`src/rtl/mem_arb_pkg.sv`:
```
// Shared types and constants for the AXI3 memory arbiter.
//   rd_state_e : read channel FSM states (AR/R)
//   wr_state_e : write channel FSM states (AW/W/B)
//   burst, size and default ID encodings used on the AXI master port
package mem_arb_pkg;

    typedef enum logic [1:0] {
        R_IDLE = 2'd0,
        R_ADDR = 2'd1,
        R_DATA = 2'd2
    } rd_state_e;

    typedef enum logic [1:0] {
        W_IDLE = 2'd0,
        W_ADDR = 2'd1,
        W_DATA = 2'd2,
        W_RESP = 2'd3
    } wr_state_e;

    localparam logic [1:0] BURST_INCR  = 2'b01;

    localparam logic [2:0] SIZE_1B     = 3'b000;
    localparam logic [2:0] SIZE_2B     = 3'b001;
    localparam logic [2:0] SIZE_4B     = 3'b010;

    localparam logic [3:0] DEF_INST_ID = 4'd0;
    localparam logic [3:0] DEF_DATA_ID = 4'd1;

endpackage

```
`src/rtl/axi_mem_arbiter.sv`:
```
// Merges instruction-fetch reads, data reads and data writes onto one AXI3
// master port. Reads and writes run on independent FSMs; one read and one
// write may be outstanding at the same time.
//
// Ports:
//   aclk, aresetn        clock, synchronous active-low reset
//   ir_*                 instruction read request / returned beats
//   dr_*                 data read request / returned beats
//   dw_*                 data write request; dw_beat advances requester data,
//                        dw_done pulses the cycle after the B handshake
//   ar*/r*/aw*/w*/b*     AXI3 master channels
//
// Read FSM
//   state  | meaning
//   R_IDLE | choose dr (only while writes idle) over ir, latch request
//   R_ADDR | drive AR with latched fields until arready
//   R_DATA | steer R beats to the owner by latched id until rlast
//
// Write FSM
//   state  | meaning
//   W_IDLE | accept dw request, latch addr/len/size
//   W_ADDR | drive AW until awready
//   W_DATA | stream requester beats, wlast on beat len
//   W_RESP | wait for bvalid, then pulse dw_done
module axi_mem_arbiter
    import mem_arb_pkg::*;
#(
    parameter logic [3:0] INST_ID = DEF_INST_ID,
    parameter logic [3:0] DATA_ID = DEF_DATA_ID
) (
    input  logic        aclk,
    input  logic        aresetn,

    input  logic        ir_valid,
    output logic        ir_ready,
    input  logic [31:0] ir_addr,
    input  logic [7:0]  ir_len,
    output logic [31:0] ir_rdata,
    output logic        ir_rvalid,
    output logic        ir_rlast,

    input  logic        dr_valid,
    output logic        dr_ready,
    input  logic [31:0] dr_addr,
    input  logic [7:0]  dr_len,
    input  logic [2:0]  dr_size,
    output logic [31:0] dr_rdata,
    output logic        dr_rvalid,
    output logic        dr_rlast,

    input  logic        dw_valid,
    output logic        dw_ready,
    input  logic [31:0] dw_addr,
    input  logic [7:0]  dw_len,
    input  logic [2:0]  dw_size,
    input  logic [31:0] dw_wdata,
    input  logic [3:0]  dw_wstrb,
    output logic        dw_beat,
    output logic        dw_done,

    output logic [3:0]  arid,
    output logic [31:0] araddr,
    output logic [7:0]  arlen,
    output logic [2:0]  arsize,
    output logic [1:0]  arburst,
    output logic [1:0]  arlock,
    output logic [3:0]  arcache,
    output logic [2:0]  arprot,
    output logic        arvalid,
    input  logic        arready,

    input  logic [3:0]  rid,
    input  logic [31:0] rdata,
    input  logic [1:0]  rresp,
    input  logic        rlast,
    input  logic        rvalid,
    output logic        rready,

    output logic [3:0]  awid,
    output logic [31:0] awaddr,
    output logic [7:0]  awlen,
    output logic [2:0]  awsize,
    output logic [1:0]  awburst,
    output logic [1:0]  awlock,
    output logic [3:0]  awcache,
    output logic [2:0]  awprot,
    output logic        awvalid,
    input  logic        awready,

    output logic [3:0]  wid,
    output logic [31:0] wdata,
    output logic [3:0]  wstrb,
    output logic        wlast,
    output logic        wvalid,
    input  logic        wready,

    input  logic [3:0]  bid,
    input  logic [1:0]  bresp,
    input  logic        bvalid,
    output logic        bready
);

    rd_state_e   r_state_q, r_state_d;
    logic [31:0] ar_addr_q, ar_addr_d;
    logic [7:0]  ar_len_q,  ar_len_d;
    logic [2:0]  ar_size_q, ar_size_d;
    logic [3:0]  ar_id_q,   ar_id_d;

    wr_state_e   w_state_q, w_state_d;
    logic [31:0] aw_addr_q, aw_addr_d;
    logic [7:0]  aw_len_q,  aw_len_d;
    logic [2:0]  aw_size_q, aw_size_d;
    logic [7:0]  beat_cnt_q, beat_cnt_d;
    logic        dw_done_q, dw_done_d;

    logic        rd_to_inst;
    logic        rd_to_data;

    // Response IDs and responses are not needed: only one transaction per
    // direction is ever outstanding.
    logic        unused_axi;
    assign unused_axi = ^{rid, rresp, bid, bresp};

    // ---------------------------------------------------------------- read
    always_comb begin
        r_state_d = r_state_q;
        ar_addr_d = ar_addr_q;
        ar_len_d  = ar_len_q;
        ar_size_d = ar_size_q;
        ar_id_d   = ar_id_q;
        ir_ready  = 1'b0;
        dr_ready  = 1'b0;
        arvalid   = 1'b0;
        rready    = 1'b0;

        case (r_state_q)
            R_IDLE: begin
                // Ready is gated by reset so no request is acknowledged
                // (and then lost) on a reset edge.
                if (aresetn) begin
                    if (dr_valid && (w_state_q == W_IDLE)) begin
                        dr_ready  = 1'b1;
                        ar_addr_d = dr_addr;
                        ar_len_d  = dr_len;
                        ar_size_d = dr_size;
                        ar_id_d   = DATA_ID;
                        r_state_d = R_ADDR;
                    end else if (ir_valid) begin
                        ir_ready  = 1'b1;
                        ar_addr_d = ir_addr;
                        ar_len_d  = ir_len;
                        ar_size_d = SIZE_4B;
                        ar_id_d   = INST_ID;
                        r_state_d = R_ADDR;
                    end
                end
            end
            R_ADDR: begin
                arvalid = 1'b1;
                if (arready) begin
                    r_state_d = R_DATA;
                end
            end
            R_DATA: begin
                rready = 1'b1;
                if (rvalid && rlast) begin
                    r_state_d = R_IDLE;
                end
            end
            default: r_state_d = R_IDLE;
        endcase
    end

    assign arid    = ar_id_q;
    assign araddr  = ar_addr_q;
    assign arlen   = ar_len_q;
    assign arsize  = ar_size_q;
    assign arburst = BURST_INCR;
    assign arlock  = 2'b00;
    assign arcache = 4'b0000;
    assign arprot  = 3'b000;

    assign rd_to_inst = (r_state_q == R_DATA) && (ar_id_q == INST_ID);
    assign rd_to_data = (r_state_q == R_DATA) && (ar_id_q != INST_ID);

    assign ir_rdata  = rdata;
    assign ir_rvalid = rd_to_inst && rvalid;
    assign ir_rlast  = rd_to_inst && rlast;
    assign dr_rdata  = rdata;
    assign dr_rvalid = rd_to_data && rvalid;
    assign dr_rlast  = rd_to_data && rlast;

    // --------------------------------------------------------------- write
    always_comb begin
        w_state_d  = w_state_q;
        aw_addr_d  = aw_addr_q;
        aw_len_d   = aw_len_q;
        aw_size_d  = aw_size_q;
        beat_cnt_d = beat_cnt_q;
        dw_done_d  = 1'b0;
        dw_ready   = 1'b0;
        awvalid    = 1'b0;
        wvalid     = 1'b0;
        wlast      = 1'b0;
        dw_beat    = 1'b0;
        bready     = 1'b0;

        case (w_state_q)
            W_IDLE: begin
                if (aresetn && dw_valid) begin
                    dw_ready  = 1'b1;
                    aw_addr_d = dw_addr;
                    aw_len_d  = dw_len;
                    aw_size_d = dw_size;
                    w_state_d = W_ADDR;
                end
            end
            W_ADDR: begin
                awvalid = 1'b1;
                if (awready) begin
                    beat_cnt_d = 8'd0;
                    w_state_d  = W_DATA;
                end
            end
            W_DATA: begin
                wvalid = 1'b1;
                wlast  = (beat_cnt_q == aw_len_q);
                if (wready) begin
                    dw_beat    = 1'b1;
                    beat_cnt_d = beat_cnt_q + 8'd1;
                    if (wlast) begin
                        w_state_d = W_RESP;
                    end
                end
            end
            W_RESP: begin
                bready = 1'b1;
                if (bvalid) begin
                    dw_done_d = 1'b1;
                    w_state_d = W_IDLE;
                end
            end
            default: w_state_d = W_IDLE;
        endcase
    end

    assign awid    = DATA_ID;
    assign awaddr  = aw_addr_q;
    assign awlen   = aw_len_q;
    assign awsize  = aw_size_q;
    assign awburst = BURST_INCR;
    assign awlock  = 2'b00;
    assign awcache = 4'b0000;
    assign awprot  = 3'b000;
    assign wid     = DATA_ID;
    assign wdata   = dw_wdata;
    assign wstrb   = dw_wstrb;

    // Registered so the pulse lands in the first W_IDLE cycle, the same
    // cycle a waiting data read becomes eligible.
    assign dw_done = dw_done_q;

    // ----------------------------------------------------------- registers
    always_ff @(posedge aclk) begin
        if (!aresetn) begin
            r_state_q  <= R_IDLE;
            ar_addr_q  <= 32'd0;
            ar_len_q   <= 8'd0;
            ar_size_q  <= 3'd0;
            ar_id_q    <= 4'd0;
            w_state_q  <= W_IDLE;
            aw_addr_q  <= 32'd0;
            aw_len_q   <= 8'd0;
            aw_size_q  <= 3'd0;
            beat_cnt_q <= 8'd0;
            dw_done_q  <= 1'b0;
        end else begin
            r_state_q  <= r_state_d;
            ar_addr_q  <= ar_addr_d;
            ar_len_q   <= ar_len_d;
            ar_size_q  <= ar_size_d;
            ar_id_q    <= ar_id_d;
            w_state_q  <= w_state_d;
            aw_addr_q  <= aw_addr_d;
            aw_len_q   <= aw_len_d;
            aw_size_q  <= aw_size_d;
            beat_cnt_q <= beat_cnt_d;
            dw_done_q  <= dw_done_d;
        end
    end

endmodule

```
`config.mk`:
```
export PLATFORM = sky130hd
export DESIGN_NAME = axi_mem_arbiter
export DESIGN_NICKNAME = d
export VERILOG_FILES = /design/src/rtl/mem_arb_pkg.sv /design/src/rtl/axi_mem_arbiter.sv
export SDC_FILE = /design/constraint.sdc
export NUM_CORES = 1
export LEC_CHECK = 0
export ABC_AREA = 1
export CAP_MARGIN = 0
export CORE_AREA = 2 2 176 178
export CTS_CLUSTER_SIZE = 12
export DETAILED_ROUTE_END_ITERATION = 6
export DIE_AREA = 0 0 178 180
export DONT_BUFFER_PORTS = 1
export GPL_ROUTABILITY_DRIVEN = 0
export PLACE_DENSITY = 0.38
export SETUP_SLACK_MARGIN = 0.05
export SYNTH_ARGS = -nofsm -noshare
export SYNTH_HDL_FRONTEND = slang
export SYNTH_SLANG_ARGS = --single-unit
```
`constraint.sdc`:
```
create_clock -name aclk -period 2.5 [get_ports aclk]
set_clock_uncertainty 0.15 [all_clocks]
set_input_delay 0.5 -clock aclk [delete_from_list [all_inputs] [get_ports aclk]]
set_output_delay 0.5 -clock aclk [all_outputs]
set_load 0.02 [all_outputs]
```
==> impl_metrics.tcl, run 1 <==
set metrics [dict create \
    clk_pin_slew_worst_paths_ps 70 \
    path_delay_family "adder cells" \
    htree_levels 3 \
    vias 3775 \
    synth-seq-cells 100 \
    syn_to_final_growth_pct -2.63 \
    cp_max_fo 5 \
    die_w_um 178 \
    dp_cells 966 \
    vias_per_cell 3.85 \
    ys_warn_count 0 \
    cp-start-kind "flip-flop" \
    cp_cell_sequence "inv_1, ha_1, inv_2, nor2_1, buf_4" \
    pre_cts_ws_ps 447 \
    routedWlPerCell_um 15.0 \
    rsz0062_at_grt "false" \
    critPathSlowestCell "ha_1" \
    critPathMaxStageDelay_ps 430 \
    dp_hpwl_um 10900 \
    hp-class "primary input to flip-flop" \
    tightest_slew_ps 545 \
    synth_top_area_share_pct 38.6 \
    grt_first_pass_wirelength_um 21600 \
    grt_pass1_vias 3536 \
    numClockSinks 100 \
    finalSetupViolCount 0 \
    max-slew-margin-rel_pct 63.6 \
    p_per_area_nw_per_um2 1070 \
    worstSetupEndpointType "primary output" \
    drtAntennaViolNets 0 \
    antenna_cells 0 \
    syn-mean-instance-area_um2 7.48 \
    synth_cell_type_count 32 \
    stdcell_count 981 \
    grt_max_degree 89 \
    cap_violations 0 \
    grt_usage_pct 9.17 \
    drt_iter0_drc 194 \
    cts_tree "built" \
    die_h_um 180 \
    required_ps 1850 \
    synth_commonest_cells "201 x nand2_1, 134 x buf_4, 100 x dfxtp_1, 44 x o21ai_0, 41 x a31oi_1" \
    syn_area_um2 5180 \
    hold_ws_ps 99.8 \
    outcome "complete, no violations" \
    clk_path_buf_depth 2 \
    yosysTopAreaCell "dfxtp_1" \
    die_area_um2 32000 \
    root_buffer "clkbuf_16" \
    seq_area_frac_synth_pct 38.6 \
    antenna_found_initial 0 \
    final_nets 803 \
    path_class "flip-flop to primary output" \
    drc 0 \
    layout_min_cycle_time_ps 2320 \
    synth_area_leaders "dfxtp_1 39%, buf_4 19%, nand2_1 15%" \
    synthCells 693 \
    leakage_nw 1.95 \
    path_buf_inv 3 \
    coreArea_um2 30200 \
    start_util_pct 17.2 \
    port_buffers 0 \
    finalHoldViolations 0 \
    fmax_ghz 0.431 \
    drv_slew 0 \
    floorplan.rows 64 \
    synth-edff-count 0 \
    synthArstFlopShare_pct 0 \
    worstSkewPairLatency_ps 370 \
    synth.most_common_cell "nand2_1" \
    numCtsBuffers 9 \
    routed_wl_um 14800 \
    peakVddDrop_uv 345 \
    setup_tns_ps 0 \
    pin_count 452 \
    setup_slack_ps 181 \
    grt-ovfl-total 0 \
    fin_crit_sh_pct 92.8 \
    power_mw 5.41 \
    dr.pass1.iters 4 \
    drive_gt1_share_pct 8.55 \
    crit_arrival_ps 1670 \
    cts_hold_buf 0 \
    synth_top_flop_cell "dfxtp_1" \
]
stage by stage:
stage                     cell area, um^2  utilization, %
after floorplan                      5300               -
after global placement               4730            15.7
after detailed placement             4730            15.7
after CTS                            5020            16.6
after global routing                 5050            16.7
final                                5050            16.7
cells by family after synthesis:
| kind of cell | after synthesis | share of synthesized area [%] |
|---|---|---|
| simple gates | 243 | 18.4 |
| buf+inv | 196 | 25.2 |
| compound gates | 139 | 15.0 |
| flops | 100 | 38.6 |
| xor+xnor | 8 | 1.35 |
| fa+ha+maj | 5 | 1.21 |
| other cells | 2 | 0.145 |
report_power, final:
part	internal (mW)	switching [mW]	leakage [nW]
clock network	0.798	0.661	0.138
registers	1.97	0.699	0.828
logic	0.402	0.883	0.987
state kept, by name, summed over array words and instances, names as in the netlist:
register / count
araddr: 32
arid: 1
arlen: 8
arsize: 3
awaddr: 32
awlen: 8
awsize: 3
beat_cnt_q: 8
dw_done: 1
r_state_q: 2
w_state_q: 2
final timing paths:
check | from | endpoint | slack [ps] | depth (start not counted)
max | w_state_q[0] | wlast | 180 | 5
min | dw_addr[15] | awaddr[15] | 100 | 2
max reg2reg | w_state_q[0] | beat_cnt_q[4] | 490 | 9
min reg2reg | w_state_q[1] | w_state_q[1] | 370 | 2
layout by cell type, fill, tap and decap left out, types with 2 or more instances in the layout:
cell type | synthesis | layout
xor2_1 | 2 | 2
nand2_2 | 3 | 2
xnor2_1 | 6 | 6
nand2_4 | 1 | 2
a21oi_1 | 6 | 6
clkbuf_16 | 0 | 9
buf_12 | 0 | 2
dfxtp_1 | 100 | 90
clkinvlp_4 | 0 | 2
dfxtp_2 | 0 | 10
nand3_1 | 6 | 6
a31oi_1 | 41 | 41
buf_4 | 134 | 12
nand4_1 | 2 | 2
o31ai_1 | 3 | 3
conb_1 | 2 | 33
o21ai_1 | 39 | 39
nor3_1 | 5 | 4
clkinv_2 | 1 | 2
ha_1 | 5 | 4
o21ai_0 | 44 | 44
nand2_1 | 201 | 201
nor2_1 | 22 | 22
inv_1 | 26 | 26
metal layers:
layer	GRT usage (%)	part of all wire (%)	vias to the layer above
li1	-	-	1849
met1	9.77	39	1676
met2	14.7	47	205
met3	4.55	11	45
met4	4.98	3.4	0
met5	0	0	-
worst register-to-register path: cells and delay by family, from the launching register on:
kind	cells	cell delay, ps
adders and majority gates	1	430
buffers and inverters	1	80
DFF	1	340
and+or+nand+nor	6	760
xor gates and xnor gates	1	140
timing repair:
item | 4_1_cts | 5_1_grt
gates resized for setup | 2 | 11
setup buffers | 0 | 0
pin swaps | 0 | 1
setup endpoints to repair | 1 | 3
final cells by class:
type | instances | area, um^2
fillers | 3414 | 25100
flip-flops and latches | 100 | 2010
multi-input cells | 428 | 2010
well taps | 396 | 495
clock buffers | 11 | 243
repair buffers | 14 | 130
inverters | 28 | 106
clock inverters | 4 | 50.0
Note: power is estimated with default switching activity, not from simulation.
==> run 2, diff against run 1 <==
- CELL_PAD_IN_SITES_DETAIL_PLACEMENT: unset -> 1
- CELL_PAD_IN_SITES_GLOBAL_PLACEMENT: unset -> 1
- HOLD_SLACK_MARGIN: unset -> 0.06
- PLACE_DENSITY: 0.38 -> 0.48
==> run 2 against run 1 <==
  * Cell count increased by 1.1%
  * Flip-flop and latch count stayed put
  * Sequential share of layout area shrank 0.99 points
  * Die area did not move
  * Critical path depth unchanged
  * Non-clock buffer count up 11
  * Design area grew 2.1%
  * Routed wire length up 10%
  * Largest cell class unchanged
==> impl_metrics.tcl, run 2 (synthesized netlist as in run 1, its figures left out) <==
set metrics [dict create \
    outcome "complete, no violations" \
    fmax_ghz 0.431 \
    htree_levels 3 \
    multiInputGateArea_um2 2000 \
    critPathMaxStageDelay_ps 520 \
    vias_per_cell 3.85 \
    grt_max_degree 89 \
    routedWlPerCell_um 16.4 \
    path_buf_inv 0 \
    die_area_um2 32000 \
    grt-ovfl-total 0 \
    final_cell_mix "201 x nand2_1, 97 x dfxtp_1, 44 x o21ai_0, 41 x a31oi_1, 39 x o21ai_1" \
    root_buffer "clkbuf_16" \
    leakage_nw 2.03 \
    path_delay_family "simple AND/OR/NAND/NOR gates" \
    dp_hpwl_um 12200 \
    fin_crit_sh_pct 92.7 \
    numCtsBuffers 9 \
    required_ps 1850 \
    drv_slew 0 \
    grt_pass1_vias 3827 \
    floorplan.rows 64 \
    path_class "flip-flop to primary output" \
    crit_path_end "wlast" \
    worstSkewPairLatency_ps 360 \
    post-cts-setup-buffers 0 \
    cp.depth 5 \
    drc 0 \
    layout_commonest_cell "nand2_1" \
    layout_min_cycle_time_ps 2320 \
    numClockSinks 100 \
    clk_pin_slew_worst_paths_ps 80 \
    r2r_start "w_state_q[0]" \
    rsz0062_at_grt "true" \
    die_w_um 178 \
    finalSetupViolCount 0 \
    critPathSlowestCell "dfxtp_1" \
    cap_violations 0 \
    pin_count 452 \
    vias 3821 \
    syn_to_final_growth_pct -0.579 \
    antenna_found_initial 1 \
    grt_first_pass_wirelength_um 23600 \
    routed_wl_um 16300 \
    drtAntennaViolNets 0 \
    clk_path_buf_depth 2 \
    hp-class "primary input to flip-flop" \
    r2r-end "beat_cnt_q[4]" \
    crit_arrival_ps 1670 \
    start_util_pct 17.2 \
    reg2reg_depth 10 \
    finalHoldViolations 0 \
    p_per_area_nw_per_um2 1100 \
    grt_usage_pct 9.97 \
    antenna_cells 0 \
    rrSetupSlack_ps 540 \
    peakVddDrop_uv 281 \
    setup_tns_ps 0 \
    drt_iter0_drc 78 \
    path_common_cell "nand2_1" \
    cp-start-kind "flip-flop" \
    tightest_slew_ps 540 \
    cp_max_fo 3 \
    hold_depth 2 \
    port_buffers 0 \
    final_nets 814 \
    die_h_um 180 \
    max-slew-margin-rel_pct 63.9 \
    cp_cell_sequence "xnor2_1, nand2_1, nor2_1, nand2_1, nor2_2" \
    dr.pass1.iters 3 \
    register_area_um2 2010 \
    hold_ws_ps 92.7 \
    fillCellCount 3636 \
    crit_path_start "awlen[0]" \
    coreArea_um2 30200 \
    drive_gt1_share_pct 9.06 \
    cts_tree "built" \
    placed_area_um2 4800 \
    worstSetupEndpointType "primary output" \
    final_cell_area_um2 5150 \
]
[run 2: final cells by class]
| cell class | instances | area share, % |
|---|---|---|
| Sequential cell | 100 | 38.9 |
| Timing Repair Buffer | 25 | 3.88 |
| Tap cell | 396 | 9.61 |
| Multi-Input combinational cell | 428 | 38.9 |
| Clock buffer | 10 | 4.64 |
| Inverter | 28 | 2.14 |
| Clock inverter | 5 | 1.94 |
[run 2: how the worst min path moves through the flow]
| stage | slack [ps] | from | end |
|---|---|---|---|
| after floorplan | 330 | beat_cnt_q[1] | beat_cnt_q[1] |
| after global routing | 80 | dr_size[2] | arsize[2] |
| after global placement | 360 | beat_cnt_q[7] | beat_cnt_q[7] |
| after detailed placement | 370 | beat_cnt_q[7] | beat_cnt_q[7] |
| after CTS | 70 | dw_addr[14] | awaddr[14] |
| final | 90 | dw_addr[14] | awaddr[14] |
[run 2: routing by layer]
metal	up-vias	GRT usage, %	part of all wire [%]
met1	1707	10.9	39
li1	1877	-	-
met2	211	15.9	46
met5	-	0	0.049
met3	24	5.05	13
met4	2	4.82	2.1
[run 2: through the flow]
stage | setup WS, ps | cells | power [mW] | util [%]
after CTS | 60.8 | 992 | 5.82 | 17.1
after global routing | 35.3 | 992 | 6.10 | 17.1
after floorplan | 338 | 724 | 3.91 | -
final | 182 | 992 | 5.67 | 17.1
after global placement | 382 | 977 | 4.06 | 15.9
after detailed placement | 383 | 977 | 4.08 | 15.9
[run 2: timing repair]
item	4_1_cts	5_1_grt
hold buffers	0	0
gates resized for setup	3	3
pin swaps	0	0
endpoints found under the setup margin	3	2
[run 2: power breakdown]
part | total [mW] | internal [mW] | switching (mW)
Combinational | 1.34 | 0.434 | 0.911
Clock | 1.67 | 0.999 | 0.674
Sequential | 2.65 | 1.96 | 0.691
Total | 5.67 | 3.39 | 2.28
==> run 3, diff against run 2 <==
- GPL_TIMING_DRIVEN: unset -> 0
==> run 3 against run 2 <==
  * Cell count grew 15%
  * Largest power group unchanged
  * Non-clock buffer count grew 145
  * Sequential power is essentially flat
  * Combinational power grew 30%
  * Flip-flop and latch count is the same
  * Utilization grew 3.4 points
==> impl_metrics.tcl, run 3 (synthesized netlist as in run 1, its figures left out) <==
set metrics [dict create \
    r2r-end "araddr[9]" \
    dp_hpwl_um 16100 \
    p_clk_share_pct 26.5 \
    syn_to_final_growth_pct 19.3 \
    cp-start-kind "flip-flop" \
    routedWlPerCell_um 17.6 \
    final_cell_mix "201 x nand2_1, 135 x buf_4, 95 x dfxtp_1, 44 x o21ai_0, 41 x a31oi_1" \
    critPathMaxStageDelay_ps 360 \
    layout_min_cycle_time_ps 2330 \
    dr.pass1.iters 4 \
    combPwrFrac_pct 29.0 \
    layout_commonest_cell "nand2_1" \
    critPathSlowestCell "dfxtp_2" \
    antenna_found_initial 0 \
    pin_count 452 \
    p_per_area_nw_per_um2 974 \
    multiInputGateArea_um2 2030 \
    final_core_util_pct 20.5 \
    cp_max_fo 10 \
    crit_arrival_ps 1680 \
    power_frac_seq_pct 44.5 \
    die_w_um 178 \
    start_util_pct 17.2 \
    numCtsBuffers 9 \
    p_sw_share_pct 42.8 \
    port_buffers 0 \
    fmax_ghz 0.429 \
    dp_cells 1120 \
    peakVddDrop_uv 368 \
    r2r_start "w_state_q[0]" \
    clk_path_buf_depth 2 \
    cts_hold_buf 0 \
    htree_levels 3 \
    coreArea_um2 30200 \
    crit_path_end "ir_ready" \
    grt_usage_pct 12.0 \
    internal_power_mw 3.45 \
    vias 4502 \
    cap_violations 0 \
    numClockSinks 100 \
    cts_tree "built" \
    grt_first_pass_wirelength_um 28800 \
    stdcell_count 1137 \
    routed_wl_um 20000 \
    tightest_slew_ps 733 \
    clk_pin_slew_worst_paths_ps 80 \
    drt_iter0_drc 101 \
    worstSetupEndpointType "primary output" \
    worstSkewPairLatency_ps 360 \
    vias_per_cell 3.96 \
    switchingPower_mw 2.58 \
    cp_cell_sequence "inv_1, ha_2, nand2_4, clkinv_4, buf_6, nor3_4" \
    antenna_cells 0 \
    final_nets 959 \
    hold_depth 2 \
    rsz0062_at_grt "true" \
    rrSetupSlack_ps 480 \
    fin_crit_sh_pct 93.2 \
    grt_pass1_vias 4584 \
    drtAntennaViolNets 0 \
    root_buffer "clkbuf_16" \
    path_class "flip-flop to primary output" \
    floorplan.rows 64 \
    leakage_nw 2.67 \
    hp-class "primary input to flip-flop" \
    pre_cts_ws_ps -195 \
    max-slew-margin-rel_pct 51.1 \
    crit_path_start "w_state_q[0]" \
    finalHoldViolations 0 \
    die_area_um2 32000 \
    finalSetupViolCount 0 \
    drv_slew 0 \
    die_h_um 180 \
    setup_slack_ps 169 \
    register_area_um2 2010 \
    grt_max_degree 17 \
    reg2reg_depth 7 \
    fillCellCount 3665 \
    drive_gt1_share_pct 25.5 \
    grt-ovfl-total 0 \
    required_ps 1850 \
    outcome "complete, no violations" \
    drc 0 \
]
==> run 3: through the flow <==
step / TNS [ps] / total power, mW / cell area [um^2] / hold WS [ps]
floorplan: 0 / 3.91 / 5300 / 331
global placement: -211 / 4.46 / 5800 / 364
detailed placement: -207 / 4.46 / 5800 / 370
CTS: 0 / 6.17 / 6180 / 94.9
global route: 0 / 6.46 / 6190 / 97.7
finish: 0 / 6.02 / 6190 / 113
==> run 3: area by class of cell <==
type	instances	share of cell area (%)
Multi-Input combinational cell	428	32.8
Sequential cell	100	32.5
Buffer	168	19.6
Tap cell	396	8.01
Clock buffer	10	3.70
Inverter	28	1.78
Clock inverter	5	1.38
Timing Repair Buffer	2	0.243
==> run 3: timing repair <==
| action | in CTS | in global routing |
|---|---|---|
| buffers inserted | 2 | 0 |
| resized for setup | 13 | 6 |
| endpoints found under the setup margin | 8 | 3 |
| pin swaps | 3 | 2 |
| cloned | 0 | 0 |
==> run 3: worst max-delay path: cells and delay by family (launching register included) <==
family,cells,cell delay (ps)
adders and majority gates,1,220
buffers and inverters,3,320
DFF,1,360
and+or+nand+nor,2,410
==> run 3: layer usage <==
layer  up-vias  routed length, um  track usage (%)  share of wire, %
met5         -                  0                0                 0
met4         0                325             3.38               1.6
met3        14               2450             5.27                12
met2       258               9820             21.1                49
met1      2063               7400             12.9                37
li1       2167                  -                -                 -
==> run 3: how the worst min path moves through the flow <==
stage / slack, ps / to / from
2_1_floorplan: 330 / beat_cnt_q[1] / beat_cnt_q[1]
6_report: 110 / awlen[0] / dw_len[0]
4_1_cts: 90 / awlen[0] / dw_len[0]
5_1_grt: 100 / awaddr[10] / dw_addr[10]
3_5_place_dp: 370 / beat_cnt_q[7] / beat_cnt_q[7]
3_3_place_gp: 360 / beat_cnt_q[7] / beat_cnt_q[7]
==> run 3: power groups by stage <==
stage	Clock [mW]	Sequential, mW	Combinational (mW)
5_1_grt	1.74	2.74	1.98
3_5_place_dp	0	2.73	1.74
3_3_place_gp	0	2.73	1.73
2_1_floorplan	0	2.59	1.32
6_report	1.60	2.68	1.74
4_1_cts	1.68	2.69	1.80
